<file path="config.mk">
export PLATFORM = sky130hd
export DESIGN_NAME = param_cpu_core
export DESIGN_NICKNAME = d
export VERILOG_FILES = /design/src/rtl/cpu_pkg.sv /design/src/rtl/cpu_alu.sv /design/src/rtl/param_cpu_core.sv
export SDC_FILE = /design/constraint.sdc
export NUM_CORES = 1
export LEC_CHECK = 0
export BUFFER_PORTS_ARGS = -buffer_cell sky130_fd_sc_hd__buf_2
export CAP_MARGIN = 20
export CORE_MARGIN = 2
export CORE_UTILIZATION = 64
export CTS_CLUSTER_DIAMETER = 30
export CTS_CLUSTER_SIZE = 28
export DETAILED_ROUTE_END_ITERATION = 12
export PLACE_DENSITY = 0.85
export REMOVE_ABC_BUFFERS = 1
export SLEW_MARGIN = 20
export SYNTH_ARGS = -nofsm -noshare
export SYNTH_HDL_FRONTEND = slang
export SYNTH_SLANG_ARGS = --single-unit
</file>
<file path="constraint.sdc">
create_clock -name in_clk -period 4.6 [get_ports in_clk]
set_input_delay 0.69 -clock in_clk [delete_from_list [all_inputs] [get_ports in_clk]]
set_output_delay 0.69 -clock in_clk [all_outputs]
set_load 0.05 [all_outputs]
</file>
<file path="src/rtl/cpu_pkg.sv">
// Shared definitions for param_cpu_core: opcodes, control-bus layout,
// FSM state encoding and status-flag bit positions.
package cpu_pkg;

  localparam logic [2:0] OP_NOP  = 3'b000;
  localparam logic [2:0] OP_ADD  = 3'b001;
  localparam logic [2:0] OP_SUB  = 3'b010;
  localparam logic [2:0] OP_AND  = 3'b011;
  localparam logic [2:0] OP_OR   = 3'b100;
  localparam logic [2:0] OP_XOR  = 3'b101;
  localparam logic [2:0] OP_MUL  = 3'b110;
  localparam logic [2:0] OP_LOAD = 3'b111;

  localparam int CTRL_OP_HI  = 7;
  localparam int CTRL_OP_LO  = 5;
  localparam int CTRL_DST_HI = 4;
  localparam int CTRL_DST_LO = 3;
  localparam int CTRL_SRC_HI = 2;
  localparam int CTRL_SRC_LO = 1;
  localparam int CTRL_BSEL   = 0;

  localparam int NUM_REGS = 4;

  typedef enum logic {
    ST_IDLE = 1'b0,
    ST_MUL  = 1'b1
  } state_e;

  localparam int F_Z = 3;
  localparam int F_C = 2;
  localparam int F_N = 1;
  localparam int F_V = 0;

  function automatic logic [3:0] pack_flags(input logic z, input logic c,
                                            input logic n, input logic v);
    logic [3:0] f;
    f      = '0;
    f[F_Z] = z;
    f[F_C] = c;
    f[F_N] = n;
    f[F_V] = v;
    return f;
  endfunction

endpackage

</file>
<file path="src/rtl/cpu_alu.sv">
// Single-cycle combinational ALU: ADD/SUB/AND/OR/XOR/LOAD with carry and
// signed-overflow outputs. Z and N are derived by the caller.
module cpu_alu
  import cpu_pkg::*;
#(
  parameter int WIDTH = 4
) (
  input  logic [2:0]       op_i,
  input  logic [WIDTH-1:0] a_i,
  input  logic [WIDTH-1:0] b_i,
  output logic [WIDTH-1:0] res_o,
  output logic             c_o,
  output logic             v_o
);

  logic [WIDTH:0] sum;
  logic [WIDTH:0] diff;

  assign sum  = {1'b0, a_i} + {1'b0, b_i};
  // The extra top bit of a zero-extended subtraction is the unsigned borrow.
  assign diff = {1'b0, a_i} - {1'b0, b_i};

  always_comb begin
    res_o = '0;
    c_o   = 1'b0;
    v_o   = 1'b0;
    case (op_i)
      OP_ADD: begin
        res_o = sum[WIDTH-1:0];
        c_o   = sum[WIDTH];
        v_o   = (a_i[WIDTH-1] == b_i[WIDTH-1]) && (sum[WIDTH-1] != a_i[WIDTH-1]);
      end
      OP_SUB: begin
        res_o = diff[WIDTH-1:0];
        c_o   = diff[WIDTH];
        v_o   = (a_i[WIDTH-1] != b_i[WIDTH-1]) && (diff[WIDTH-1] != a_i[WIDTH-1]);
      end
      OP_AND:  res_o = a_i & b_i;
      OP_OR:   res_o = a_i | b_i;
      OP_XOR:  res_o = a_i ^ b_i;
      OP_LOAD: res_o = a_i;
      default: res_o = '0;
    endcase
  end

endmodule

</file>
<file path="src/rtl/param_cpu_core.sv">
// WIDTH-bit CPU core: 4-entry register file, registered result/flags,
// valid/ready intake and a shift-add multiplier taking WIDTH cycles.
module param_cpu_core
  import cpu_pkg::*;
#(
  parameter int WIDTH = 4
) (
  input  logic             in_clk,
  input  logic             in_rst_n,
  input  logic [WIDTH-1:0] in_A,
  input  logic [WIDTH-1:0] in_B,
  input  logic [7:0]       in_ctrl_bus,
  input  logic             in_valid,
  output logic             out_ready,
  output logic [WIDTH-1:0] out_Q,
  output logic [3:0]       out_flags,
  output logic             out_valid
);

  localparam int CNT_W = $clog2(WIDTH) + 1;
  localparam logic [CNT_W-1:0] LAST_ITER = CNT_W'(WIDTH - 1);

  state_e             state_q, state_d;
  logic [WIDTH-1:0]   regs_q [NUM_REGS];
  logic [WIDTH-1:0]   q_q, q_d;
  logic [3:0]         flags_q, flags_d;
  logic               valid_q, valid_d;
  logic [2*WIDTH-1:0] mcand_q, mcand_d;
  logic [2*WIDTH-1:0] acc_q, acc_d;
  logic [WIDTH-1:0]   mplier_q, mplier_d;
  logic [CNT_W-1:0]   cnt_q, cnt_d;
  logic [1:0]         dest_q, dest_d;

  logic [2:0]         op;
  logic [1:0]         dst;
  logic [1:0]         src;
  logic               bsel;
  logic [WIDTH-1:0]   operand_b;
  logic               accept;
  logic               in_mul;

  logic [WIDTH-1:0]   alu_res;
  logic               alu_c;
  logic               alu_v;
  logic [2*WIDTH-1:0] acc_sum;
  logic [WIDTH-1:0]   wb_res;
  logic               wb_c;
  logic               wb_v;
  logic [3:0]         wb_flags;
  logic               wr_en;
  logic [1:0]         wr_idx;

  assign op   = in_ctrl_bus[CTRL_OP_HI:CTRL_OP_LO];
  assign dst  = in_ctrl_bus[CTRL_DST_HI:CTRL_DST_LO];
  assign src  = in_ctrl_bus[CTRL_SRC_HI:CTRL_SRC_LO];
  assign bsel = in_ctrl_bus[CTRL_BSEL];

  assign operand_b = bsel ? regs_q[src] : in_B;
  assign out_ready = (state_q == ST_IDLE) && in_rst_n;
  assign accept    = in_valid && out_ready;
  assign in_mul    = (state_q == ST_MUL);

  cpu_alu #(.WIDTH(WIDTH)) u_alu (
    .op_i  (op),
    .a_i   (in_A),
    .b_i   (operand_b),
    .res_o (alu_res),
    .c_o   (alu_c),
    .v_o   (alu_v)
  );

  assign acc_sum = acc_q + (mplier_q[0] ? mcand_q : '0);

  // One writeback path serves both the ALU and the multiplier so Z/N logic is shared.
  assign wb_res   = in_mul ? acc_sum[WIDTH-1:0] : alu_res;
  assign wb_c     = in_mul ? |acc_sum[2*WIDTH-1:WIDTH] : alu_c;
  assign wb_v     = in_mul ? 1'b0 : alu_v;
  assign wb_flags = pack_flags(wb_res == '0, wb_c, wb_res[WIDTH-1], wb_v);

  always_comb begin
    state_d  = state_q;
    q_d      = q_q;
    flags_d  = flags_q;
    valid_d  = 1'b0;
    wr_en    = 1'b0;
    wr_idx   = dst;
    mcand_d  = mcand_q;
    mplier_d = mplier_q;
    acc_d    = acc_q;
    cnt_d    = cnt_q;
    dest_d   = dest_q;
    case (state_q)
      ST_IDLE: begin
        if (accept) begin
          if (op == OP_MUL) begin
            mcand_d  = {{WIDTH{1'b0}}, in_A};
            mplier_d = operand_b;
            acc_d    = '0;
            cnt_d    = '0;
            dest_d   = dst;
            state_d  = ST_MUL;
          end else begin
            valid_d = 1'b1;
            if (op != OP_NOP) begin
              q_d     = wb_res;
              flags_d = wb_flags;
              wr_en   = 1'b1;
            end
          end
        end
      end
      ST_MUL: begin
        acc_d    = acc_sum;
        mcand_d  = mcand_q << 1;
        mplier_d = mplier_q >> 1;
        cnt_d    = cnt_q + 1'b1;
        // The final iteration's sum is committed directly, saving a cycle.
        if (cnt_q == LAST_ITER) begin
          valid_d = 1'b1;
          q_d     = wb_res;
          flags_d = wb_flags;
          wr_en   = 1'b1;
          wr_idx  = dest_q;
          state_d = ST_IDLE;
        end
      end
      default: state_d = ST_IDLE;
    endcase
  end

  always_ff @(posedge in_clk) begin
    if (!in_rst_n) begin
      state_q  <= ST_IDLE;
      q_q      <= '0;
      flags_q  <= '0;
      valid_q  <= 1'b0;
      mcand_q  <= '0;
      mplier_q <= '0;
      acc_q    <= '0;
      cnt_q    <= '0;
      dest_q   <= '0;
    end else begin
      state_q  <= state_d;
      q_q      <= q_d;
      flags_q  <= flags_d;
      valid_q  <= valid_d;
      mcand_q  <= mcand_d;
      mplier_q <= mplier_d;
      acc_q    <= acc_d;
      cnt_q    <= cnt_d;
      dest_q   <= dest_d;
    end
  end

  always_ff @(posedge in_clk) begin
    if (!in_rst_n) begin
      for (int i = 0; i < NUM_REGS; i++) begin
        regs_q[i] <= '0;
      end
    end else if (wr_en) begin
      regs_q[wr_idx] <= wb_res;
    end
  end

  assign out_Q     = q_q;
  assign out_flags = flags_q;
  assign out_valid = valid_q;

endmodule

</file>
==> tab_implementation.tex <==
\begin{tabular}{lr}
\hline
Metric & Value \\
\hline
\multicolumn{2}{l}{\textbf{Worst setup path}} \\
\quad Startpoint of the worst register-to-register path & regs\_q[2][1]\$\_SDFFCE\_PN0P\_ \\
\quad WP data required & between 4 and 5 ns \\
\quad Worst R2R End & out\_flags[1]\$\_SDFFE\_PN0P\_ \\
\quad Critical path arrival & around 3.8 ns \\
\quad Critical path launch point & in\_ctrl\_bus[1] \\
\quad Worst setup slack for register-to-register paths & approximately 1.2 ns \\
\quad Path depth of the worst reg2reg path & 9 \\
\quad Crit. End Element & flip-flop \\
\quad CP Max Fanout & 6 \\
\quad Kind of critical path & input port to flip-flop \\
\quad Startpoint class of the critical path & input port \\
\multicolumn{2}{l}{\textbf{Yosys}} \\
\quad Number of warning messages in the yosys log & 0 \\
\quad Mean instance size in the synthesized netlist & roughly 9.0 sq um \\
\quad \#FFs+latches synth & 50 \\
\quad Post-synth top area cell & sky130\_fd\_sc\_hd\_\_dfxtp\_1 \\
\quad Top cells by area, synth & sky130\_fd\_sc\_hd\_\_dfxtp\_1 (21\%), sky130\_fd\_sc\_hd\_\_edfxtp\_1 (15\%), sky130\_fd\_sc\_hd\_\_ha\_1 (9.0\%), sky130\_fd\_sc\_hd\_\_nor2b\_1 (5.1\%), sky130\_fd\_sc\_hd\_\_a21oi\_1 (3.9\%) \\
\quad Area share of the largest cell type after synthesis & 0.2126 \\
\quad Proportion of register bits with asynchronous set or reset after synthesis & 0 \\
\quad Cells after Synth & between 300 and 400 \\
\quad Post-synthesis sequential area ratio & 0.3626 \\
\quad Most numerous cell in the Yosys netlist & sky130\_fd\_sc\_hd\_\_dfxtp\_1 \\
\quad Number of enable flip-flop cells after synthesis & 16 \\
\quad Most frequently used flop master after synthesis & sky130\_fd\_sc\_hd\_\_dfxtp\_1 \\
\quad Commonest cells in the netlist & sky130\_fd\_sc\_hd\_\_dfxtp\_1 (34), sky130\_fd\_sc\_hd\_\_nor2\_1 (33), sky130\_fd\_sc\_hd\_\_nand2\_1 (31) \\
\quad Post-synthesis instance area & around 0.0032 sq mm \\
\quad Yosys cell types & 54 \\
\multicolumn{2}{l}{\textbf{Die}} \\
\quad Die height & 74.73 um \\
\quad \# IOs & 29 \\
\quad Site row count & 25 \\
\quad Total Die Area & around 0.0056 sq mm \\
\quad Starting utilization of the core area & 0.6690 \\
\quad Chip width & 74.73 um \\
\quad Floorplan core area & around 0.0048 sq mm \\
\multicolumn{2}{l}{\textbf{Place}} \\
\quad Routability-driven placement congestion ratio & between 1 and 1.5 \\
\quad Cell count after placement & $\sim$440 \\
\quad Count of input and output buffers & 28 \\
\quad Total half-perimeter wirelength after legalization and detailed placement & 5397 um \\
\quad Cell area after placement & approximately 0.0034 sq mm \\
\multicolumn{2}{l}{\textbf{STA}} \\
\quad Achievable clock frequency & roughly 0.28 GHz \\
\quad Max-slew violations & 0 \\
\quad Measured slew at the worst slew-check pin & 0.9535 ns \\
\quad Crit share post-route & 0.7713 \\
\quad Final number of hold-violating endpoints & 0 \\
\quad Worst hold slack & $\sim$0.5 ns \\
\quad Worst clock skew on the final layout & 0.008959 ns \\
\quad Shortest period the worst path allows & 3.548 ns \\
\quad Headroom to the max-slew limit & 0.3625 \\
\quad RSZ-0062 raised after global routing & false \\
\quad Final TNS setup & 0 ns \\
\quad Number of failing setup endpoints in the final timing report & 0 \\
\multicolumn{2}{l}{\textbf{CTS}} \\
\quad Worst skew pair latency & $\sim$0.31 ns \\
\quad Setup bufs post-CTS & 0 \\
\quad Cells resized by post-CTS repair & 0 \\
\quad Number of clock buffers inserted by TritonCTS & 5 \\
\quad CTS tree & yes \\
\quad Number of levels in the clock H-tree & 2 \\
\quad Number of buffers on the longest clock path & 2 \\
\quad Number of sinks driven by the clock tree & 50 \\
\quad Root buffer selected by CTS & sky130\_fd\_sc\_hd\_\_clkbuf\_8 \\
\quad Post-CTS Hold Buffers & 0 \\
\quad Clock-pin slew on the worst setup and hold paths & approximately 0.09 ns \\
\multicolumn{2}{l}{\textbf{Route}} \\
\quad Wire length per cell after detailed routing & around 17 um \\
\quad Overall via count from detail\_route & $\sim$2.7k \\
\quad Overall routed net length & approximately 7400 um \\
\quad Initial detailed-routing violation count & 236 \\
\quad Remaining design rule violation count & 0 \\
\quad DRT Pass-1 Iters & 5 \\
\quad Average via count per standard cell & around 6.1 \\
\quad Antenna viol nets, final & 0 \\
\multicolumn{2}{l}{\textbf{Layout}} \\
\quad Final cell area excluding filler cells & $\sim$0.0035 sq mm \\
\quad Non-filler instance count after layout & $\sim$440 \\
\quad Net count of the finished layout & 420 \\
\quad Antenna diode count & 0 \\
\quad Proportion of layout cells with a drive suffix above 1 & 0.1410 \\
\quad FILL cells & 375 \\
\quad Area Overhead vs Synth & 8.597\% \\
\multicolumn{2}{l}{\textbf{Min path}} \\
\quad Hold EP & out\_flags[3]\$\_SDFFE\_PN0P\_ \\
\quad Hold Crit Class & flip-flop to flip-flop \\
\quad Hold Path Cell Cnt & 2 \\
\quad Min-Delay Startpoint & out\_flags[3]\$\_SDFFE\_PN0P\_ \\
\multicolumn{2}{l}{\textbf{Global routing}} \\
\quad Via count of the first global-routing pass & about 2.5k \\
\quad Aggregate global routing overflow & 0 \\
\quad First-pass GRT wire length & 12070 um \\
\quad Global router's overall resource usage & 0.2885 \\
\quad Maximum number of pins on one net before global-route repair & 36 \\
\quad Number of antenna violations at the first check in global routing & 0 \\
\multicolumn{2}{l}{\textbf{Flow run}} \\
\quad Number of maximum-capacitance constraint violations & 0 \\
\multicolumn{2}{l}{\textbf{Pwr}} \\
\quad Max IR drop VDD & between 0.0002 and 0.00025 V \\
\quad Pleak & 1.465 nW \\
\quad Total Power Consumption & approximately 0.96 mW \\
\quad Power density normalized to cell area & 274.9 mW/mm\^{}2 \\
\multicolumn{2}{l}{\textbf{Status}} \\
\quad Result of the run & complete, no violations \\
\hline
\end{tabular}
[sequential cells by signal (all words and copies together), names as in the netlist]
signal	flops
dest_q	2
out_valid	1
mcand_q	8
out_Q	3
mplier_q	4
in_mul	1
cnt_q	3
regs_q	16
acc_q	8
out_flags	4
[through the flow]
stage / setup WS, ns / utilization
finish: 1.052 / 0.7265
global route: 0.8595 / 0.7265
CTS: 1.094 / 0.7265
global placement: 0.8441 / 0.7033
detailed placement: 0.7767 / 0.7033
floorplan: 1.450 / -
[power by group]
part | switching, mW | leakage (nW) | internal (mW)
logic | 0.114 | 0.968 | 0.0650
clock network | 0.149 | 0.0566 | 0.156
registers | 0.00602 | 0.440 | 0.466
[cells by family after synthesis]
group,share of synthesized area
and+or+nand+nor,0.2216
buffers and inverters,0.04454
adders and majority gates,0.1086
AOI/OAI and AO/OA,0.1891
DFF,0.3626
xor gates and xnor gates,0.01915
muxes,0.05432
[worst max-delay path: stages]
cell                      delay (ns)
sky130_fd_sc_hd__buf_2          0.16
sky130_fd_sc_hd__mux4_2         0.52
sky130_fd_sc_hd__mux2i_1        0.64
sky130_fd_sc_hd__ha_1           0.40
sky130_fd_sc_hd__nor3_2         0.25
sky130_fd_sc_hd__or4_4          0.19
sky130_fd_sc_hd__a21oi_1        0.07
sky130_fd_sc_hd__o32ai_2        0.51
sky130_fd_sc_hd__mux2i_1        0.14
sky130_fd_sc_hd__and2_1         0.18
[layout make-up]
| type | instances | area (sq um) | area share |
|---|---|---|---|
| clock buffer | 8 | 111.4 | 0.03203 |
| inverter | 18 | 67.56 | 0.01943 |
| multi-input combinational | 270 | 1898 | 0.5459 |
| sequential | 50 | 1161 | 0.3339 |
| tap | 67 | 83.83 | 0.02411 |
| timing repair buffer | 30 | 155.1 | 0.04462 |
[cells in the final DEF (no fill, tap or decap), types with 2 or more instances in the layout]
master / synthesis / final
sky130_fd_sc_hd__nand2_1: 31 / 31
sky130_fd_sc_hd__xnor2_1: 5 / 5
sky130_fd_sc_hd__o211ai_1: 2 / 2
sky130_fd_sc_hd__o21ai_0: 14 / 14
sky130_fd_sc_hd__mux2i_1: 5 / 5
sky130_fd_sc_hd__a211o_1: 2 / 2
sky130_fd_sc_hd__a31oi_1: 3 / 3
sky130_fd_sc_hd__nor2b_1: 26 / 26
sky130_fd_sc_hd__ha_1: 23 / 23
sky130_fd_sc_hd__edfxtp_1: 16 / 16
sky130_fd_sc_hd__nor3b_1: 4 / 4
sky130_fd_sc_hd__mux2_2: 3 / 3
sky130_fd_sc_hd__a211oi_1: 2 / 2
sky130_fd_sc_hd__nor3_1: 9 / 9
sky130_fd_sc_hd__buf_2: 3 / 28
sky130_fd_sc_hd__and2_1: 16 / 16
sky130_fd_sc_hd__nor2_1: 33 / 33
sky130_fd_sc_hd__a22oi_1: 6 / 6
sky130_fd_sc_hd__inv_1: 18 / 18
sky130_fd_sc_hd__a21boi_0: 3 / 3
sky130_fd_sc_hd__o22ai_1: 4 / 4
sky130_fd_sc_hd__and3_1: 9 / 9
sky130_fd_sc_hd__a221oi_1: 4 / 4
sky130_fd_sc_hd__clkbuf_8: 0 / 6
sky130_fd_sc_hd__xor2_1: 2 / 2
sky130_fd_sc_hd__o211a_1: 3 / 3
sky130_fd_sc_hd__o311a_1: 2 / 2
sky130_fd_sc_hd__mux4_2: 4 / 4
sky130_fd_sc_hd__a21oi_1: 25 / 25
sky130_fd_sc_hd__nand3_1: 7 / 7
sky130_fd_sc_hd__fa_1: 3 / 3
sky130_fd_sc_hd__dfxtp_1: 34 / 34
sky130_fd_sc_hd__buf_4: 2 / 2
sky130_fd_sc_hd__a21o_1: 2 / 2
[layer usage]
layer  track usage  share of wire  vias up  wire, um
li1              -              -     1306         -
met1        0.3907           0.46     1286      3400
met2        0.4661           0.46      104      3413
met3       0.04819          0.050       18       367
met4        0.1111          0.027        0       203
met5             0              0        -         0
[worst max-delay path by stage]
| stage | to | slack [ns] | cells after the start |
|---|---|---|---|
| 5_1_grt | out_flags[1]$_SDFFE_PN0P_ | 0.86 | 10 |
| 3_3_place_gp | out_flags[1]$_SDFFE_PN0P_ | 0.84 | 10 |
| 4_1_cts | out_flags[1]$_SDFFE_PN0P_ | 1.09 | 10 |
| 6_report | out_flags[1]$_SDFFE_PN0P_ | 1.05 | 10 |
| 3_5_place_dp | out_flags[1]$_SDFFE_PN0P_ | 0.78 | 10 |
| 2_1_floorplan | out_flags[1]$_SDFFE_PN0P_ | 1.45 | 9 |
Note: power is estimated with default switching activity, not from simulation.
